File: src/rtl/full_idct_transform.sv
// Sequential 8-point orthonormal inverse DCT: one multiply-accumulate per enabled
// cycle, 64 cycles per block, rounded and saturated to signed 8-bit samples.
module full_idct_transform #(
  parameter int COEF_W    = 12,
  parameter int FRAC_BITS = 12
) (
  input  logic                     clk,
  input  logic                     rst,
  input  logic                     en,
  input  logic                     in_valid,
  output logic                     in_ready,
  input  logic signed [COEF_W-1:0] coef0,
  input  logic signed [COEF_W-1:0] coef1,
  input  logic signed [COEF_W-1:0] coef2,
  input  logic signed [COEF_W-1:0] coef3,
  input  logic signed [COEF_W-1:0] coef4,
  input  logic signed [COEF_W-1:0] coef5,
  input  logic signed [COEF_W-1:0] coef6,
  input  logic signed [COEF_W-1:0] coef7,
  output logic                     out_valid,
  input  logic                     out_ready,
  output logic signed [7:0]        sample0,
  output logic signed [7:0]        sample1,
  output logic signed [7:0]        sample2,
  output logic signed [7:0]        sample3,
  output logic signed [7:0]        sample4,
  output logic signed [7:0]        sample5,
  output logic signed [7:0]        sample6,
  output logic signed [7:0]        sample7,
  output logic                     busy
);

  localparam int CONST_W = 14;
  localparam int PROD_W  = COEF_W + CONST_W;
  localparam int ACC_W   = PROD_W + 3;

  localparam logic [1:0] IDLE    = 2'd0;
  localparam logic [1:0] COMPUTE = 2'd1;
  localparam logic [1:0] DONE    = 2'd2;

  localparam logic signed [ACC_W-1:0] HALF    = ACC_W'(1) <<< (FRAC_BITS - 1);
  localparam logic signed [ACC_W-1:0] SAT_MAX = ACC_W'(127);
  localparam logic signed [ACC_W-1:0] SAT_MIN = -ACC_W'(128);

  logic [1:0]                state;
  logic [2:0]                n;
  logic [2:0]                k;
  logic signed [ACC_W-1:0]   acc;
  logic signed [COEF_W-1:0]  x_reg [8];
  logic signed [7:0]         s_reg [8];

  logic signed [CONST_W-1:0] c_val;
  logic signed [PROD_W-1:0]  prod;
  logic signed [ACC_W-1:0]   sum;
  logic signed [ACC_W-1:0]   rounded;
  logic signed [7:0]         sat_val;

  // C[n][k] folded onto the eight magnitudes of cos(j*pi/16), j = (2n+1)k mod 32;
  // the sign follows the quadrant of j. Magnitudes are scaled by 2^12.
  function automatic logic signed [CONST_W-1:0] cos_coef(input logic [2:0] nn,
                                                          input logic [2:0] kk);
    logic [6:0] m;
    logic [4:0] j;
    logic [2:0] idx;
    logic signed [CONST_W-1:0] mag;
    m   = 7'({nn, 1'b1}) * 7'(kk);
    j   = m[4:0];
    idx = j[3] ? 3'(4'd8 - {1'b0, j[2:0]}) : j[2:0];
    case (idx)
      3'd1:    mag = 14'sd2009;
      3'd2:    mag = 14'sd1892;
      3'd3:    mag = 14'sd1703;
      3'd4:    mag = 14'sd1448;
      3'd5:    mag = 14'sd1138;
      3'd6:    mag = 14'sd784;
      3'd7:    mag = 14'sd400;
      default: mag = 14'sd0;
    endcase
    if (kk == 3'd0) return 14'sd1448;
    return (j[4] ^ j[3]) ? -mag : mag;
  endfunction

  // NOTE: every signal written here gets a value on every path, so no latch is inferred.
  always_comb begin
    c_val   = cos_coef(n, k);
    prod    = PROD_W'(x_reg[k]) * PROD_W'(c_val);
    sum     = acc + ACC_W'(prod);
    rounded = (sum + HALF) >>> FRAC_BITS;
    if (rounded > SAT_MAX)      sat_val = 8'sd127;
    else if (rounded < SAT_MIN) sat_val = -8'sd128;
    else                        sat_val = rounded[7:0];
  end

  // NOTE: non-blocking assignments keep every register reading pre-edge values.
  always_ff @(posedge clk) begin
    if (rst) begin
      state <= IDLE;
      n     <= '0;
      k     <= '0;
      acc   <= '0;
      for (int i = 0; i < 8; i++) begin
        x_reg[i] <= '0;
        s_reg[i] <= '0;
      end
    end else if (en) begin
      case (state)
        IDLE: begin
          if (in_valid) begin
            x_reg[0] <= coef0;
            x_reg[1] <= coef1;
            x_reg[2] <= coef2;
            x_reg[3] <= coef3;
            x_reg[4] <= coef4;
            x_reg[5] <= coef5;
            x_reg[6] <= coef6;
            x_reg[7] <= coef7;
            acc      <= '0;
            n        <= '0;
            k        <= '0;
            state    <= COMPUTE;
          end
        end
        COMPUTE: begin
          k <= k + 3'd1;
          if (k == 3'd7) begin
            s_reg[n] <= sat_val;
            acc      <= '0;
            n        <= n + 3'd1;
            if (n == 3'd7) state <= DONE;
          end else begin
            acc <= sum;
          end
        end
        DONE: begin
          if (out_ready) state <= IDLE;
        end
        default: state <= IDLE;
      endcase
    end
  end

  assign in_ready  = (state == IDLE);
  assign out_valid = (state == DONE);
  assign busy      = (state != IDLE);

  assign sample0 = s_reg[0];
  assign sample1 = s_reg[1];
  assign sample2 = s_reg[2];
  assign sample3 = s_reg[3];
  assign sample4 = s_reg[4];
  assign sample5 = s_reg[5];
  assign sample6 = s_reg[6];
  assign sample7 = s_reg[7];

endmodule

File: config.mk
export PLATFORM = sky130hd
export DESIGN_NAME = full_idct_transform
export DESIGN_NICKNAME = d
export VERILOG_FILES = /design/src/rtl/full_idct_transform.sv
export SDC_FILE = /design/constraint.sdc
export NUM_CORES = 1
export LEC_CHECK = 0
export CELL_PAD_IN_SITES_DETAIL_PLACEMENT = 1
export CELL_PAD_IN_SITES_GLOBAL_PLACEMENT = 1
export CORE_MARGIN = 1.5
export CORE_UTILIZATION = 47
export CTS_CLUSTER_SIZE = 10
export DETAILED_ROUTE_END_ITERATION = 7
export MAX_ROUTING_LAYER = met4
export PLACE_DENSITY = 0.9
export REMOVE_ABC_BUFFERS = 1
export SYNTH_ARGS = -nofsm -noshare
export SYNTH_HDL_FRONTEND = slang
export SYNTH_SLANG_ARGS = --single-unit
File: constraint.sdc
create_clock -name clk -period 13.84 [get_ports clk]
set_input_delay 2.076 -clock clk [delete_from_list [all_inputs] [get_ports clk]]
set_output_delay 2.076 -clock clk [all_outputs]
set_load 0.05 [all_outputs]
==> results of run 1 <==
==> layer usage <==
layer	GRT usage, %	part of all wire [%]
met1	36.6	38
met5	-	0
met2	54.5	51
met4	15.6	4.8
met3	5.54	6.3
==> path summary, 6_finish.rpt <==
kind | slack, ns | start | end
worst max-delay path | 0.60 | k[0] | s_reg[5][4]
worst min-delay path | 0.53 | acc[1] | acc[1]
worst max register to register | 0.60 | k[0] | s_reg[5][4]
worst min register to register | 0.53 | acc[1] | acc[1]
==> cell usage in the layout (no fill, tap or decap), types with 5 or more instances in the layout <==
| cell type | netlist | final |
|---|---|---|
| inv_1 | 243 | 243 |
| fa_1 | 200 | 200 |
| clkdlybuf4s50_1 | 0 | 166 |
| edfxtp_1 | 160 | 160 |
| nor2_1 | 156 | 156 |
| nand2_1 | 119 | 119 |
| and2_1 | 93 | 93 |
| a21oi_1 | 92 | 92 |
| ha_1 | 86 | 86 |
| dfxtp_1 | 40 | 40 |
| nor2b_1 | 36 | 36 |
| a22oi_1 | 28 | 28 |
| xnor2_1 | 25 | 25 |
| mux4_2 | 24 | 24 |
| nand2b_1 | 21 | 21 |
| buf_4 | 1 | 18 |
| clkbuf_16 | 0 | 17 |
| o21ai_1 | 15 | 15 |
| nand3_1 | 14 | 14 |
| or3_1 | 13 | 13 |
| o21ai_0 | 12 | 12 |
| mux2i_1 | 12 | 11 |
| nor3_1 | 13 | 11 |
| xor2_1 | 9 | 9 |
| o211ai_1 | 9 | 9 |
| a21o_1 | 8 | 8 |
| a211oi_1 | 7 | 7 |
| mux2_2 | 7 | 7 |
| nand4_1 | 6 | 6 |
| and4_1 | 6 | 6 |
| and3_1 | 5 | 5 |
| a211oi_2 | 5 | 5 |
==> power by group <==
group / internal [uW] / switching [uW] / total [uW]
Sequential: 689 / 19.8 / 709
Clock: 252 / 254 / 505
Combinational: 747 / 1700 / 2450
==> final cells by class <==
| type | count | share of cell area [%] |
|---|---|---|
| Inverter | 243 | 4.63 |
| Tap cell | 461 | 2.93 |
| Multi-Input combinational cell | 1099 | 52.1 |
| Clock buffer | 20 | 2.22 |
| Sequential cell | 200 | 28.4 |
| Timing Repair Buffer | 185 | 9.14 |
| Clock inverter | 11 | 0.603 |
==> tightest hold or removal path, delay by kind of cell (launching register included) <==
kind / cells / cell delay, ns
AND/OR/NAND/NOR: 1 / 0.08
AO/OA/AOI/OAI: 1 / 0.08
flip-flops: 1 / 0.34
==> what timing repair did <==
action	4_1_cts	5_1_grt
hold endpoints to repair	0	0
gates resized for setup	0	1
buffers inserted	0	0
endpoints found under the setup margin	0	6
==> cell families (layout without fill, tap and decap cells) <==
group           after synthesis  count (layout)
simple gates                506             506
buf+inv                     311             459
fa+ha+maj                   286             286
compound gates              227             227
flops                       200             200
mux                          43              43
xor+xnor                     37              37
==> stage by stage <==
stage | total power, uW | std cells | setup WS [ns] | utilization, %
detailed placement | 3050 | 2188 | 0.991 | 53.7
CTS | 3600 | 2219 | 0.787 | 55.3
finish | 3660 | 2219 | 0.595 | 55.3
global placement | 2910 | 2188 | 1.86 | 53.7
floorplan | 2260 | 1542 | 0.968 | -
global route | 3820 | 2219 | 0.176 | 55.3
==> results.sh, run 1 <==
export IMPL_coreArea_um2=35700
export IMPL_ys_types=82
export IMPL_initial_core_util_pct=47.8
export IMPL_register_area_um2=5610
export IMPL_crit_cells=33
export IMPL_fin_skew_ns=0.0209
export IMPL_synthSimpleGateAreaFrac_pct=14.8
export IMPL_synth_top_area_share_pct=28.2
export IMPL_drive_above_1_share_pct=6.66
export IMPL_netlist_area_um2=17000
export IMPL_tightest_slew_ns=1.20
export IMPL_place_port_buffers=167
export IMPL_crit_fanout=23
export IMPL_netlist_top_cells_count="inv_1, fa_1, edfxtp_1"
export IMPL_p_leak_uw=0.00838
export IMPL_fin_nets=2133
export IMPL_hold_buffers=0
export IMPL_fmax_mhz=75.5
export IMPL_cts_sinks=200
export IMPL_yosysMostFrequentCell="inv_1"
export IMPL_grt_pass1_vias=14900
export IMPL_whs_ns=0.526
export IMPL_finalSetupViolations=0
export IMPL_overflow=0
export IMPL_die_area_um2=37400
export IMPL_yosys_area_share_adder_pct=29.8
export IMPL_wl_per_cell_um=25.6
export IMPL_fp_row_count=69
export IMPL_htreeDepth=4
export IMPL_status="finished with violations"
export IMPL_dp_final_hpwl_um=42600
export IMPL_synth_top_family_by_area="adder cells"
export IMPL_arrival_ns=13.52
export IMPL_nFillCells=3797
export IMPL_drv_cap=0
export IMPL_synth_edff_count=160
export IMPL_finalInstanceArea_um2=19700
export IMPL_cpMostUsedCell="fa_1"
export IMPL_synthToLayoutAreaGrowth_pct=15.7
export IMPL_max_vdd_ir_drop_v=0.000210
export IMPL_violations="DRC"
export IMPL_synth_seq_area_share_pct=32.9
export IMPL_cp_slowest_cell="dfxtp_1"
export IMPL_critPathTopFamily="adder cells"
export IMPL_synth_cells=1610
export IMPL_multiInputGateArea_um2=10300
export IMPL_hold_path_class="register to register"
export IMPL_synthMuxAreaShare_pct=4.34
export IMPL_die_w_um=193
export IMPL_drv_slew=0
export IMPL_min_period_ns=13.24
export IMPL_place_area_um2=19200
export IMPL_syn_avg_cell_area_um2=10.6
export IMPL_drc=1
export IMPL_antenna_found_initial=0
export IMPL_cts_path_max_buffers=2
export IMPL_synth_ff_latch_count=200
export IMPL_clk_latency_ns=0.47
export IMPL_ioPinCount=168
export IMPL_synth_compound_area_share_pct=8.94
export IMPL_yosysTopAreaCell="edfxtp_1"
export IMPL_first_pass_iters=8
export IMPL_crit_type="register to register"
export IMPL_largest_reg_flops=96
export IMPL_root_buffer="clkbuf_16"
export IMPL_hold_depth=2
export IMPL_cp_end_kind="register"
export IMPL_async_reset_ff_share_pct=0
export IMPL_synth_flop_cell="edfxtp_1"
export IMPL_critPathMaxStageDelay_ns=0.86
export IMPL_synth_area_top_cells="edfxtp_1, fa_1, ha_1"
export IMPL_period_share_pct=95.7
export IMPL_grt_max_degree=97
export IMPL_wl_um=56700
export IMPL_die_h_um=193
export IMPL_path_buf_inv=5
export IMPL_clk_pin_slew_worst_paths_ns=0.08
export IMPL_antenna_left=0
export IMPL_ys_warn_count=0
export IMPL_slew_headroom_pct=19.8
export IMPL_viasPerCell=5.97
export IMPL_synth_xor_area_share_pct=2.03
export IMPL_r2r_cells=33
export IMPL_hold_viol_final=0
export IMPL_required_ns=14.12
export IMPL_p_per_area_nw_per_um2=186
export IMPL_drt_iter0_drc=985
export IMPL_vias=13300
export IMPL_cts_tree="done"
export IMPL_startpoint_type="register"
export IMPL_setup_tns_ns=0
export IMPL_rsz0062_at_grt="no"
export IMPL_grt_use_total_pct=32.0
export IMPL_grt_pass1_wl_um=87700
export IMPL_cts_made_buffers=17
export IMPL_num_antenna_cells=0
export IMPL_routabilityCongestion=0.946
Power figures use the tool's default switching activity.
==> run 2: changes to the inputs <==
--- a/config.mk
+++ b/config.mk
@@ -5,14 +5,16 @@
 export SDC_FILE = /design/constraint.sdc
 export NUM_CORES = 1
 export LEC_CHECK = 0
+export ABC_AREA = 1
 export CELL_PAD_IN_SITES_DETAIL_PLACEMENT = 1
 export CELL_PAD_IN_SITES_GLOBAL_PLACEMENT = 1
 export CORE_MARGIN = 1.5
-export CORE_UTILIZATION = 47
+export CORE_UTILIZATION = 45
 export CTS_CLUSTER_SIZE = 10
 export DETAILED_ROUTE_END_ITERATION = 7
 export MAX_ROUTING_LAYER = met4
-export PLACE_DENSITY = 0.9
+export PLACE_DENSITY = 0.91
+export RECOVER_POWER = 50
 export REMOVE_ABC_BUFFERS = 1
 export SYNTH_ARGS = -nofsm -noshare
 export SYNTH_HDL_FRONTEND = slang
==> run 2 against run 1 <==
Against the previous run: clock skew decreased by 0.0045 ns; via count increased by 14%; flip-flop and latch count did not move; the run ends with capacitance limit, slew limit left.
==> results.sh, run 2 <==
export IMPL_status="finished with violations"
export IMPL_violations="capacitance limit, slew limit"
export IMPL_largest_reg_flops=96
export IMPL_setup_worst_path_start="k[0]"
export IMPL_hold_buffers=0
export IMPL_root_buffer="clkbuf_16"
export IMPL_grt_pass1_wl_um=91600
export IMPL_netlist_area_um2=17800
export IMPL_cts_sinks=200
export IMPL_viasPerCell=5.34
export IMPL_synthMuxAreaShare_pct=0
export IMPL_worst_slack_ns=1.68
export IMPL_ys_warn_count=0
export IMPL_synth_ff_latch_count=200
export IMPL_synth_cells=2150
export IMPL_p_sw_uw=2980
export IMPL_drv_cap=2
export IMPL_crit_fanout=56
export IMPL_yosysMostFrequentCell="inv_1"
export IMPL_min_period_ns=12.16
export IMPL_clk_pin_slew_worst_paths_ns=0.08
export IMPL_antenna_left=0
export IMPL_synth_top_family_by_area="adder cells"
export IMPL_vias=15100
export IMPL_final_common_cell="inv_1"
export IMPL_cp_slowest_cell="fa_1"
export IMPL_wl_um=57000
export IMPL_synth_top_area_share_pct=27.0
export IMPL_fin_util_pct=52.9
export IMPL_slew_headroom_pct=-115
export IMPL_arrival_ns=12.35
export IMPL_synth_edff_count=160
export IMPL_nFillCells=4638
export IMPL_r2r_start="k[0]"
export IMPL_p_sw_share_pct=59.0
export IMPL_die_w_um=202
export IMPL_tightest_slew_ns=3.23
export IMPL_syn_avg_cell_area_um2=8.29
export IMPL_dp_final_hpwl_um=45400
export IMPL_synth_xor_area_share_pct=1.03
export IMPL_internal_power_uw=2070
export IMPL_r2r_end="s_reg[1][3]"
export IMPL_synth_area_top_cells="edfxtp_1, fa_1, inv_1"
export IMPL_synthToLayoutAreaGrowth_pct=15.3
export IMPL_crit_type="register to register"
export IMPL_num_antenna_cells=0
export IMPL_p_comb_share_pct=75.7
export IMPL_die_h_um=202
export IMPL_ys_types=41
export IMPL_r2r_cells=45
export IMPL_routabilityCongestion=0.921
export IMPL_critPathMaxStageDelay_ns=1.17
export IMPL_fin_skew_ns=0.0164
export IMPL_htreeDepth=4
export IMPL_yosys_area_share_adder_pct=28.5
export IMPL_ioPinCount=168
export IMPL_dp_slack_ns=1.88
export IMPL_antenna_found_initial=0
export IMPL_synth_compound_area_share_pct=6.50
export IMPL_pwr_share_clk_pct=9.9
export IMPL_post_cts_resized=0
export IMPL_regToRegSetupSlack_ns=1.68
export IMPL_place_port_buffers=167
export IMPL_first_pass_iters=5
export IMPL_async_reset_ff_share_pct=0
export IMPL_fp_row_count=72
export IMPL_hold_path_class="register to register"
export IMPL_cts_path_max_buffers=2
export IMPL_netlist_top_cells_count="inv_1, nand2_1, nor2_1"
export IMPL_coreArea_um2=38800
export IMPL_p_per_area_nw_per_um2=246
export IMPL_synthSimpleGateAreaFrac_pct=20.5
export IMPL_cts_tree="done"
export IMPL_overflow=0
export IMPL_seq_power_share_pct=14.4
export IMPL_drt_iter0_drc=1118
export IMPL_setup_tns_ns=0
export IMPL_drive_above_1_share_pct=4.37
export IMPL_startpoint_type="register"
export IMPL_hold_viol_final=0
export IMPL_cts_made_buffers=17
export IMPL_initial_core_util_pct=45.9
export IMPL_p_leak_uw=0.0101
export IMPL_synth_seq_area_share_pct=31.5
export IMPL_max_vdd_ir_drop_v=0.000299
export IMPL_grt_pass1_vias=17300
export IMPL_period_share_pct=87.8
export IMPL_drv_slew=100
export IMPL_grt_max_degree=90
export IMPL_die_area_um2=40800
export IMPL_required_ns=14.03
export IMPL_cp_end_kind="register"
export IMPL_clk_latency_ns=0.48
export IMPL_drc=0
export IMPL_mostFrequentLayoutCells="inv_1, nand2_1, nor2_1"
export IMPL_grt_use_total_pct=30.0
export IMPL_power_uw=5050
export IMPL_rsz0062_at_grt="no"
export IMPL_yosysTopAreaCell="edfxtp_1"
export IMPL_wl_per_cell_um=20.2
export IMPL_fmax_mhz=82.3
export IMPL_synth_flop_cell="edfxtp_1"
export IMPL_critical_path_endpoint="s_reg[1][3]"
export IMPL_fin_nets=2683
export IMPL_post_cts_buffers=0
export IMPL_finalSetupViolations=0
run 2: changes by cell type in the layout (fill, tap and decap cells not counted), sizes merged, moves of 22 or more:
cell	delta
a21oi	+39
a22oi	-28
and2	-92
clkdlybuf4s50	-68
clkinv	+22
dlygate4sd3	+68
inv	+256
mux4	-24
nand2	+384
nand3	+39
nor2	+125
nor2b	-36
run 2: critical path, delay by kind of cell (launching register included):
kind,cells,cell delay [ns]
AOI/OAI and AO/OA,2,0.45
xor gates and xnor gates,2,0.28
adders and majority gates,10,5.13
buffers and inverters,12,2.10
DFF,1,0.54
and+or+nand+nor,19,3.35
run 2: power by group through the flow:
stage	sequential (uW)	combinational [uW]	clock, uW
final	726	3830	502
after global routing	730	4140	521
after CTS	725	3750	504
after detailed placement	739	3700	0
after global placement	734	3410	0
after floorplan	763	2630	0
run 2: logic make-up (layout without fill, tap and decap cells):
logic type,count (synthesis),after routing
flip-flops,200,200
AND/OR/NAND/NOR,875,875
buffers and inverters,566,725
AO/OA/AOI/OAI,202,202
adder cells (fa/ha/maj),286,286
XOR/XNOR,21,21
run 2: stage by stage:
stage          hold slack (ns)  area (um2)  instances
2_1_floorplan            0.439       17600       2100
3_3_place_gp             0.453       20000       2795
3_5_place_dp             0.459       20000       2795
4_1_cts                  0.470       20600       2827
5_1_grt                  0.491       20600       2827
6_report                 0.468       20600       2827
run 2: layout make-up:
class / instances / area [um2] / area share (%)
multi-input combinational: 1384 / 10100 / 49.0
sequential: 200 / 5610 / 27.3
inverter: 516 / 1940 / 9.42
timing repair buffer: 177 / 1730 / 8.44
tap: 518 / 648 / 3.15
clock buffer: 18 / 429 / 2.09
clock inverter: 14 / 126 / 0.615
run 2: worst min path at each step:
| stage | start | to | slack, ns | depth (start not counted) |
|---|---|---|---|---|
| after global routing | acc[10] | acc[10] | 0.49 | 2 |
| after global placement | acc[2] | acc[2] | 0.45 | 2 |
| final | acc[8] | acc[8] | 0.47 | 2 |
| after detailed placement | acc[8] | acc[8] | 0.46 | 2 |
| after floorplan | acc[10] | acc[10] | 0.44 | 2 |
| after CTS | acc[8] | acc[8] | 0.47 | 2 |
run 2: metal layers:
metal | up-vias | routed length, um | GRT usage [%]
met5 | - | 0 | -
met4 | 0 | 2930 | 15.2
met3 | 209 | 2760 | 4.34
met2 | 523 | 30300 | 53.6
met1 | 7534 | 21000 | 32.4
li1 | 6831 | - | -
